### src/rtl/layer_seq_ctrl.sv
// layer_seq_ctrl: sequences a stack of conv / depthwise layers over a feature map,
// cutting each layer's output into TILE_H x TILE_W tiles and handing them one at a
// time to a compute engine (run_start / run_done handshake). Feature maps
// ping-pong between two base addresses from layer to layer.
//
// Ports:
//   clk, rst            clock, synchronous active-high reset
//   start, abort        begin a run / abandon the current run
//   busy, done, err     status; err: 0 ok, 1 bad stride, 2 aborted, 3 zero dimension
//   tbl_*               layer table write port (accepted only while idle)
//   cfg_*               run configuration: layer count, input dims, FM base addresses
//   layer_idx ... cur_* current layer geometry
//   tile_*              current tile in output and input coordinates
//   in/out_base_addr    FM buffers for the current layer
//   run_start, run_done compute engine handshake
module layer_seq_ctrl #(
  parameter int unsigned DIM_W      = 16,
  parameter int unsigned ADDR_W     = 32,
  parameter int unsigned MAX_LAYERS = 32,
  parameter int unsigned TILE_H     = 16,
  parameter int unsigned TILE_W     = 16,
  localparam int unsigned LW        = $clog2(MAX_LAYERS)
) (
  input  logic                    clk,
  input  logic                    rst,
  input  logic                    start,
  input  logic                    abort,
  output logic                    busy,
  output logic                    done,
  output logic [1:0]              err,
  input  logic                    tbl_we,
  input  logic [LW-1:0]           tbl_waddr,
  input  logic                    tbl_mode,
  input  logic [1:0]              tbl_stride,
  input  logic [DIM_W-1:0]        tbl_out_c,
  input  logic [LW:0]             cfg_num_layers,
  input  logic [DIM_W-1:0]        cfg_in_h,
  input  logic [DIM_W-1:0]        cfg_in_w,
  input  logic [DIM_W-1:0]        cfg_in_c,
  input  logic [ADDR_W-1:0]       cfg_fm_base0,
  input  logic [ADDR_W-1:0]       cfg_fm_base1,
  output logic [LW-1:0]           layer_idx,
  output logic                    run_mode,
  output logic [DIM_W-1:0]        cur_in_h,
  output logic [DIM_W-1:0]        cur_in_w,
  output logic [DIM_W-1:0]        cur_in_c,
  output logic [DIM_W-1:0]        cur_out_h,
  output logic [DIM_W-1:0]        cur_out_w,
  output logic [DIM_W-1:0]        cur_out_c,
  output logic [DIM_W-1:0]        cur_stride,
  output logic [DIM_W-1:0]        tile_out_row,
  output logic [DIM_W-1:0]        tile_out_col,
  output logic [DIM_W-1:0]        tile_out_h,
  output logic [DIM_W-1:0]        tile_out_w,
  output logic signed [DIM_W:0]   tile_in_row,
  output logic signed [DIM_W:0]   tile_in_col,
  output logic [DIM_W-1:0]        tile_in_h,
  output logic [DIM_W-1:0]        tile_in_w,
  output logic [ADDR_W-1:0]       in_base_addr,
  output logic [ADDR_W-1:0]       out_base_addr,
  output logic                    run_start,
  input  logic                    run_done
);

  // Extended width so tile/row arithmetic never wraps.
  localparam int unsigned AW = DIM_W + 2;
  localparam int unsigned KERNEL = 3;

  localparam logic [1:0] ErrOk     = 2'd0;
  localparam logic [1:0] ErrStride = 2'd1;
  localparam logic [1:0] ErrAbort  = 2'd2;
  localparam logic [1:0] ErrZero   = 2'd3;

  typedef enum logic [2:0] {
    StIdle,
    StCfg,
    StIssue,
    StWait,
    StNextLayer,
    StDone
  } state_e;

  state_e state_q, state_d;

  logic [LW-1:0]    layer_idx_q, layer_idx_d;
  logic             base_sel_q, base_sel_d;
  logic             abort_q, abort_d;
  logic [1:0]       err_q, err_d;
  logic             mode_q, mode_d;
  logic [1:0]       stride_q, stride_d;
  logic [DIM_W-1:0] in_h_q, in_h_d, in_w_q, in_w_d, in_c_q, in_c_d;
  logic [DIM_W-1:0] out_h_q, out_h_d, out_w_q, out_w_d, out_c_q, out_c_d;
  logic [DIM_W-1:0] row_q, row_d, col_q, col_d;

  // Layer table; contents survive reset.
  logic             tbl_mode_mem   [MAX_LAYERS];
  logic [1:0]       tbl_stride_mem [MAX_LAYERS];
  logic [DIM_W-1:0] tbl_out_c_mem  [MAX_LAYERS];

  always_ff @(posedge clk) begin
    if (tbl_we && (state_q == StIdle)) begin
      tbl_mode_mem[tbl_waddr]   <= tbl_mode;
      tbl_stride_mem[tbl_waddr] <= tbl_stride;
      tbl_out_c_mem[tbl_waddr]  <= tbl_out_c;
    end
  end

  logic             rd_mode;
  logic [1:0]       rd_stride;
  logic [DIM_W-1:0] rd_out_c;
  assign rd_mode   = tbl_mode_mem[layer_idx_q];
  assign rd_stride = tbl_stride_mem[layer_idx_q];
  assign rd_out_c  = tbl_out_c_mem[layer_idx_q];

  // Tile geometry, derived from the current row/col registers.
  logic [AW-1:0]    rem_h, rem_w, next_row, next_col;
  logic [DIM_W-1:0] t_oh, t_ow;
  logic             abort_pend;

  always_comb begin
    rem_h    = AW'(out_h_q) - AW'(row_q);
    rem_w    = AW'(out_w_q) - AW'(col_q);
    t_oh     = (rem_h < AW'(TILE_H)) ? rem_h[DIM_W-1:0] : DIM_W'(TILE_H);
    t_ow     = (rem_w < AW'(TILE_W)) ? rem_w[DIM_W-1:0] : DIM_W'(TILE_W);
    next_row = AW'(row_q) + AW'(TILE_H);
    next_col = AW'(col_q) + AW'(TILE_W);
  end

  // An abort seen this cycle acts immediately, not only once latched.
  assign abort_pend = abort_q | abort;

  always_comb begin
    state_d     = state_q;
    layer_idx_d = layer_idx_q;
    base_sel_d  = base_sel_q;
    abort_d     = abort_q;
    err_d       = err_q;
    mode_d      = mode_q;
    stride_d    = stride_q;
    in_h_d      = in_h_q;
    in_w_d      = in_w_q;
    in_c_d      = in_c_q;
    out_h_d     = out_h_q;
    out_w_d     = out_w_q;
    out_c_d     = out_c_q;
    row_d       = row_q;
    col_d       = col_q;

    if ((state_q != StIdle) && abort) begin
      abort_d = 1'b1;
    end

    unique case (state_q)
      StIdle: begin
        if (start) begin
          abort_d = 1'b0;
          if (cfg_num_layers == '0) begin
            err_d   = ErrZero;
            state_d = StDone;
          end else begin
            err_d       = ErrOk;
            in_h_d      = cfg_in_h;
            in_w_d      = cfg_in_w;
            in_c_d      = cfg_in_c;
            layer_idx_d = '0;
            base_sel_d  = 1'b0;
            state_d     = StCfg;
          end
        end
      end

      StCfg: begin
        mode_d   = rd_mode;
        stride_d = rd_stride;
        out_c_d  = rd_out_c;
        // ceil(x/2) for stride 2; the value is irrelevant for an illegal stride.
        out_h_d  = (rd_stride == 2'd2) ? DIM_W'((AW'(in_h_q) + AW'(1)) >> 1) : in_h_q;
        out_w_d  = (rd_stride == 2'd2) ? DIM_W'((AW'(in_w_q) + AW'(1)) >> 1) : in_w_q;
        row_d    = '0;
        col_d    = '0;
        if (abort_pend) begin
          err_d   = ErrAbort;
          state_d = StDone;
        end else if ((rd_stride != 2'd1) && (rd_stride != 2'd2)) begin
          err_d   = ErrStride;
          state_d = StDone;
        end else if ((in_h_q == '0) || (in_w_q == '0)) begin
          err_d   = ErrZero;
          state_d = StDone;
        end else begin
          state_d = StIssue;
        end
      end

      StIssue: begin
        if (abort_pend) begin
          err_d   = ErrAbort;
          state_d = StDone;
        end else begin
          state_d = StWait;
        end
      end

      StWait: begin
        if (run_done) begin
          if (abort_pend) begin
            err_d   = ErrAbort;
            state_d = StDone;
          end else if (next_col >= AW'(out_w_q)) begin
            col_d = '0;
            if (next_row >= AW'(out_h_q)) begin
              state_d = StNextLayer;
            end else begin
              row_d   = next_row[DIM_W-1:0];
              state_d = StIssue;
            end
          end else begin
            col_d   = next_col[DIM_W-1:0];
            state_d = StIssue;
          end
        end
      end

      StNextLayer: begin
        in_h_d     = out_h_q;
        in_w_d     = out_w_q;
        in_c_d     = out_c_q;
        base_sel_d = ~base_sel_q;
        if ((LW+1)'(layer_idx_q) == cfg_num_layers - (LW+1)'(1)) begin
          err_d   = abort_pend ? ErrAbort : ErrOk;
          state_d = StDone;
        end else begin
          layer_idx_d = layer_idx_q + LW'(1);
          state_d     = StCfg;
        end
      end

      StDone: begin
        abort_d = 1'b0;
        state_d = StIdle;
      end

      default: state_d = StIdle;
    endcase
  end

  always_ff @(posedge clk) begin
    if (rst) begin
      state_q     <= StIdle;
      layer_idx_q <= '0;
      base_sel_q  <= 1'b0;
      abort_q     <= 1'b0;
      err_q       <= ErrOk;
      mode_q      <= 1'b0;
      stride_q    <= '0;
      in_h_q      <= '0;
      in_w_q      <= '0;
      in_c_q      <= '0;
      out_h_q     <= '0;
      out_w_q     <= '0;
      out_c_q     <= '0;
      row_q       <= '0;
      col_q       <= '0;
    end else begin
      state_q     <= state_d;
      layer_idx_q <= layer_idx_d;
      base_sel_q  <= base_sel_d;
      abort_q     <= abort_d;
      err_q       <= err_d;
      mode_q      <= mode_d;
      stride_q    <= stride_d;
      in_h_q      <= in_h_d;
      in_w_q      <= in_w_d;
      in_c_q      <= in_c_d;
      out_h_q     <= out_h_d;
      out_w_q     <= out_w_d;
      out_c_q     <= out_c_d;
      row_q       <= row_d;
      col_q       <= col_d;
    end
  end

  assign busy       = (state_q != StIdle);
  assign done       = (state_q == StDone);
  assign err        = err_q;
  assign run_start  = (state_q == StIssue) && !abort_pend;
  assign layer_idx  = layer_idx_q;
  assign run_mode   = mode_q;
  assign cur_in_h   = in_h_q;
  assign cur_in_w   = in_w_q;
  assign cur_in_c   = in_c_q;
  assign cur_out_h  = out_h_q;
  assign cur_out_w  = out_w_q;
  assign cur_out_c  = out_c_q;
  assign cur_stride = DIM_W'(stride_q);

  // Tile and address outputs are forced to zero while idle so that reset leaves
  // every output at 0; they only matter while a run is in progress.
  always_comb begin
    tile_out_row  = '0;
    tile_out_col  = '0;
    tile_out_h    = '0;
    tile_out_w    = '0;
    tile_in_row   = '0;
    tile_in_col   = '0;
    tile_in_h     = '0;
    tile_in_w     = '0;
    in_base_addr  = '0;
    out_base_addr = '0;
    if (busy) begin
      tile_out_row  = row_q;
      tile_out_col  = col_q;
      tile_out_h    = t_oh;
      tile_out_w    = t_ow;
      // Padding makes the first input row/col -1; the halo is left unclipped.
      tile_in_row   = (DIM_W+1)'(AW'(row_q) * AW'(stride_q) - AW'(1));
      tile_in_col   = (DIM_W+1)'(AW'(col_q) * AW'(stride_q) - AW'(1));
      tile_in_h     = DIM_W'((AW'(t_oh) - AW'(1)) * AW'(stride_q) + AW'(KERNEL));
      tile_in_w     = DIM_W'((AW'(t_ow) - AW'(1)) * AW'(stride_q) + AW'(KERNEL));
      in_base_addr  = base_sel_q ? cfg_fm_base1 : cfg_fm_base0;
      out_base_addr = base_sel_q ? cfg_fm_base0 : cfg_fm_base1;
    end
  end

endmodule

### config.mk
export PLATFORM = sky130hd
export DESIGN_NAME = layer_seq_ctrl
export DESIGN_NICKNAME = d
export VERILOG_FILES = /design/src/rtl/layer_seq_ctrl.sv
export SDC_FILE = /design/constraint.sdc
export NUM_CORES = 1
export LEC_CHECK = 0
export CORE_MARGIN = 5
export CORE_UTILIZATION = 35
export DETAILED_ROUTE_END_ITERATION = 16
export GPL_TIMING_DRIVEN = 0
export HOLD_SLACK_MARGIN = 0.03
export PLACE_DENSITY = 0.62
export SLEW_MARGIN = 20
export SYNTH_ARGS = -nofsm -noshare
export SYNTH_HDL_FRONTEND = slang
export SYNTH_SLANG_ARGS = --single-unit
### constraint.sdc
create_clock -name clk -period 20 [get_ports clk]
set_input_delay 3 -clock clk [delete_from_list [all_inputs] [get_ports clk]]
set_output_delay 3 -clock clk [all_outputs]
set_load 0.01 [all_outputs]
==> results.txt, run 1 <==
Hold Path Class = flop to flop
Die H = 339.5 um
worst hold margin = 0.4741 ns
routed via count = 26920
Max-slew headroom = 0.1641
vias in the first global route = 26340
DRT Wirelength = 126400 um
clk sinks = 748
Worst-Skew Late Latency = 0.64 ns
Crit Path Class = flop to output pin
crit end category = output pin
Final Critical Period = 11.92 ns
Top delay family on crit path = simple AND/OR/NAND/NOR gates
core area = 107500 um^2
worst slack, placed = 8.736 ns
storage element area = 21060 um^2
Syn Area/Cell = 12.88 um^2
Max Cap Violations = 0
largest net degree at the start of global routing = 33
Slowest cell on crit path = clkdlybuf4s50_1
Die Area = 115300 um^2
largest fanout on the critical path = 10
clock slew at reported path FFs = 0.06 ns
setup bufs post-CTS = 0
LEAKAGE = 16.32 nW
async set or reset register ratio after synthesis = 0
GPL Wtd Cong = 0.9219
Ys Warns = 0
CTS Buffer Depth = 3
Yosys cell types = 83
Least-Margin Pin Slew = 1.254 ns
Max Fclk = 83.87 MHz
initial antenna violation count = 15
Syn Inst Count = 2949
Worst EP arrival = 8.92 ns
CTS tree = built
Worst path max stage delay = 0.58 ns
H-Tree Depth = 3
vias per std cell = 5.375
clk root buf = clkbuf_16
DR pass1 iterations = 7
IR drop worst, VDD = 68.80 uV
Setup WS post-layout = 8.077 ns
HPWL after DPL = 93410 um
Total Neg Setup Slack = 0 ns
IO Port Bufs = 420
Final Power = 4.063 mW
PD cells = 84.97 nW/um^2
CTS buffer count = 78
Post-synth EDFFs = 608
# DRC = 0
WL/cell = 25.23 um
Tcrit/Tclk final = 0.5961
WP buf/inv = 6
status = finished, final reports clean
post-cts sizing count = 0
top_reg_cell synth = edfxtp_1
RSZ-0062 raised after global routing = no
commonest non-fill, non-tap cell in the layout = edfxtp_1
Post-layout nets = 3847
layout cells sized above 1 = 0.1411
initial DRC count = 2585
commonest cells after routing, fill and taps aside = edfxtp_1 (608), clkdlybuf4s50_1 (407), nor2_1 (325)
Multi-input gate area = 15800 um^2
fill cell count = 9771
post-synthesis sequential area ratio = 0.5542
final hold violation count = 0
total track usage = 0.2109
Req. time, crit path = 17.00 ns
Worst setup SP type = flop
Hold-fix buffers, CTS = 0
dominant cell type by count on the critical path = ha_1
starting density of the core = 0.3535
Slew Viols, Final = 0
Synth Register Bits = 748
Post-Syn Area = 38000 um^2
first-pass GRT wire length = 181000 um
Die Wd = 339.5 um
final setup violation count = 0
cell row count = 120
total congestion overflow = 0
Layout Skew = 0.05162 ns
IO Count = 465
Routed Antenna Nets = 0
Area Overhead vs Synth = 25.84%
==> power by group <==
| group | switching [mW] | total [mW] | internal, mW |
|---|---|---|---|
| Sequential | 0.0579 | 1.78 | 1.72 |
| Clock | 0.633 | 1.50 | 0.869 |
| Combinational | 0.445 | 0.782 | 0.337 |
==> path summary, 6_finish.rpt <==
kind	depth (start not counted)	startpoint	to	slack [ns]
worst max-delay path	27	row_q[8]	tile_in_h[15]	8.08
worst min-delay path	2	err[1]	err[1]	0.47
worst max register to register	14	row_q[5]	row_q[8]	15.03
worst min register to register	2	err[1]	err[1]	0.47
==> logic make-up (layout without fill, tap and decap cells) <==
logic type / Yosys count / after routing / synth area share
and+or+nand+nor: 815 / 815 / 0.1026
DFF: 748 / 748 / 0.5542
AOI/OAI and AO/OA: 423 / 423 / 0.07340
buffers and inverters: 365 / 961 / 0.04123
muxes: 338 / 338 / 0.1517
adders and majority gates: 170 / 170 / 0.05637
xor gates and xnor gates: 88 / 88 / 0.02028
other: 2 / 62 / 0.0001976
==> metrics by stage <==
stage            util  area (um^2)  std cells
6_report       0.4448        47810       5008
5_1_grt        0.4445        47790       4997
3_5_place_dp   0.4203        45180       4852
2_1_floorplan       -        38180       2997
4_1_cts        0.4449        47830       4996
3_3_place_gp   0.4106        44140       4820
==> sequential cells by signal, summed over array words and instances, names as in the netlist, 3 cells and up, named ones only <==
| name | flops |
|---|---|
| col_q | 12 |
| cur_in_c | 16 |
| cur_in_h | 16 |
| cur_in_w | 16 |
| cur_out_c | 16 |
| cur_out_h | 16 |
| cur_out_w | 16 |
| layer_idx | 5 |
| row_q | 12 |
| state_q | 3 |
| tbl_mode_mem | 32 |
| tbl_out_c_mem | 512 |
| tbl_stride_mem | 64 |
==> worst register-to-register path, cell delays in order, from the launching register on <==
cell and delay (ns):
dfxtp_1 0.50, ha_1 0.29, nand3_1 0.26, nor4_1 0.70, nand3_1 0.29, xnor2_1 0.24
ha_1 0.27, nand2_1 0.10, nor4_1 0.06, a211oi_1 0.21, o31ai_1 0.12, a211oi_2 0.66
o221ai_1 0.53, or4_1 0.52, a21oi_1 0.14
==> layout make-up <==
class / instances / area share
multi-input cells: 1884 / 0.3305
well taps: 1403 / 0.03671
plain buffers: 226 / 0.02240
flip-flops and latches: 748 / 0.4405
repair buffers: 452 / 0.1029
diodes: 12 / 0.0006280
clock inverters: 47 / 0.01107
clock buffers: 97 / 0.04446
inverters: 139 / 0.01091
==> synthesized netlist by cell type, types with 12 or more instances <==
cell type	count	area (um^2)
a211oi_1	103	773.2
a21o_1	22	165.2
a21oi_1	137	685.7
and2_1	16	100.1
and3_1	42	262.8
buf_1	25	93.84
buf_4	50	375.4
clkbuf_1	144	540.5
dfxtp_1	140	2803
edfxtp_1	608	18260
ha_1	168	2102
inv_1	139	521.8
mux2i_1	145	1451
mux4_2	190	4279
nand2_1	149	559.3
nand2b_1	15	93.84
nand3_1	57	285.3
nand4_1	21	131.4
nor2_1	357	1340
nor2b_1	23	143.9
nor3_1	36	180.2
nor4_1	14	87.58
o21ai_0	48	240.2
o21bai_1	12	90.09
or2_2	12	75.07
or3_1	15	93.84
xnor2_1	57	499.2
xor2_1	31	271.5
==> metal layers <==
metal	vias up	GRT usage	wire length [um]
met2	1178	0.3504	59960
li1	12230	-	-
met1	13300	0.2706	50470
met4	8	0.06677	4206
met5	-	0	53
met3	201	0.05598	11680
No activity file was read; power rests on OpenSTA's default activity.
==> run 2: changes to the inputs <==
PLACE_DENSITY = 0.64   (was 0.62)
clock period = 10.85 ns   (was 20 ns; I/O delays follow)
==> run 2 against run 1 <==
Worst hold slack improved by 0.0077 ns; largest power group unchanged; critical path type unchanged; global-route usage increased by 0.070 points; register-to-register slack got worse by 9.3 ns; total power increased by 85%; combinational power increased by 85%; core utilization decreased by 0.064 points; critical path depth increased by 3; sequential share of layout area increased by 0.063 points.
==> results.txt, run 2 (synthesis gave the netlist of run 1 again) <==
PD cells = 157.2 nW/um^2
Slew Viols, Final = 0
initial antenna violation count = 12
initial DRC count = 2420
Area Overhead vs Synth = 25.65%
Worst path max stage delay = 0.62 ns
status = finished, final reports clean
clock share of power = 0.370
# DRC = 0
largest net degree at the start of global routing = 33
Cell Int Power = 5.399 mW
sequential power share = 0.436
Routed Antenna Nets = 0
Largest register FFs = 512
IR drop worst, VDD = 165.3 uV
final hold violation count = 0
LEAKAGE = 16.29 nW
sw power = 2.105 mW
hold depth = 2
DR pass1 iterations = 7
clock slew at reported path FFs = 0.06 ns
Finished Layout Cells = 5007
R2R depth = 12
CTS tree = built
layout cells sized above 1 = 0.1421
starting density of the core = 0.3535
core area = 107500 um^2
cell row count = 120
Slowest cell on crit path = clkdlybuf4s50_1
Req. time, crit path = 9.22 ns
HPWL after DPL = 92880 um
vias in the first global route = 26520
placed cell count = 4847
crit end category = output pin
clk root buf = clkbuf_16
Tcrit/Tclk final = 0.9559
fill cell count = 9709
GPL Wtd Cong = 0.9305
Post-layout nets = 3850
final setup violation count = 0
total track usage = 0.2116
Largest regs = tbl_out_c_mem (512), tbl_stride_mem (64), tbl_mode_mem (32)
IO Port Bufs = 420
Crit Path Class = flop to output pin
Least-Margin Pin Slew = 1.169 ns
RSZ-0062 raised after global routing = no
Worst-Skew Late Latency = 0.64 ns
Worst setup SP type = flop
total congestion overflow = 0
Sw Share = 0.2805
CTS Buffer Depth = 3
H-Tree Depth = 3
Max Cap Violations = 0
clk sinks = 748
power share of the combinational group = 0.193
CTS buffer count = 81
Layout Skew = 0.02897 ns
Hold Path Class = flop to flop
vias per std cell = 5.384
Total Neg Setup Slack = 0 ns
Final Critical Period = 10.37 ns
Die Wd = 339.5 um
commonest non-fill, non-tap cell in the layout = edfxtp_1
largest fanout on the critical path = 8
commonest cells after routing, fill and taps aside = edfxtp_1 (608), clkdlybuf4s50_1 (408), nor2_1 (325)
DRT Wirelength = 125800 um
Max-slew headroom = 0.2208
first-pass GRT wire length = 181800 um
routed via count = 26960
Worst EP arrival = 8.74 ns
Max Fclk = 96.42 MHz
Die Area = 115300 um^2
Reg with most FFs = tbl_out_c_mem
Die H = 339.5 um
dominant cell type by count on the critical path = ha_1
WL/cell = 25.12 um
IO Count = 465
run 2: cell type report:
| type | count | area (um^2) | area share |
|---|---|---|---|
| Tap cell | 1403 | 1755 | 0.03677 |
| Clock inverter | 48 | 476.7 | 0.009984 |
| Antenna cell | 9 | 22.52 | 0.0004717 |
| Clock buffer | 98 | 2205 | 0.04617 |
| Timing Repair Buffer | 452 | 4830 | 0.1012 |
| Multi-Input combinational cell | 1884 | 15810 | 0.3311 |
| Buffer | 226 | 1067 | 0.02235 |
| Inverter | 139 | 521.8 | 0.01093 |
| Sequential cell | 748 | 21060 | 0.4411 |
run 2: per-stage QoR:
stage	utilization	area [um^2]	power, mW	setup WS, ns	hold slack [ns]
final	0.4441	47750	7.503	0.4786	0.4818
after floorplan	-	38180	4.056	2.844	0.4572
after global routing	0.4439	47720	7.788	0.04981	0.5044
after CTS	0.4438	47710	7.547	0.1716	0.4858
after global placement	0.4106	44140	4.760	0.8694	0.4687
after detailed placement	0.4188	45030	4.779	0.9094	0.4798
run 2: power groups by stage:
stage,registers (mW),clock network (mW),logic (mW)
finish,3.27,2.78,1.45
floorplan,3.31,0,0.745
global route,3.28,2.95,1.56
CTS,3.27,2.82,1.45
global placement,3.33,0,1.43
detailed placement,3.33,0,1.44
run 2: what timing repair did:
action                                  in CTS  in global routing
gates resized for setup                      0                  4
setup buffers                                0                  3
endpoints found under the setup margin       0                  2
hold buffers                                 0                  0
run 2: worst paths after layout:
kind,start,to,slack (ns)
min,err[1],err[1],0.48
max,row_q[8],tile_in_h[15],0.48
min reg2reg,err[1],err[1],0.48
max reg2reg,flop,cur_out_h[3],5.76
run 2: layer usage:
metal,vias up,GRT usage,share of wire
met2,1215,0.3487,0.47
met5,-,0,0.00056
li1,12230,-,-
met3,182,0.06393,0.10
met1,13320,0.2729,0.40
met4,10,0.05780,0.029
run 2: critical path, delay by kind of cell (launching register included):
family                     cells  cell delay (ns)
AOI/OAI and AO/OA              8             2.36
DFF                            1             0.30
and+or+nand+nor               10             2.21
adders and majority gates      5             1.57
buffers and inverters          7             1.67
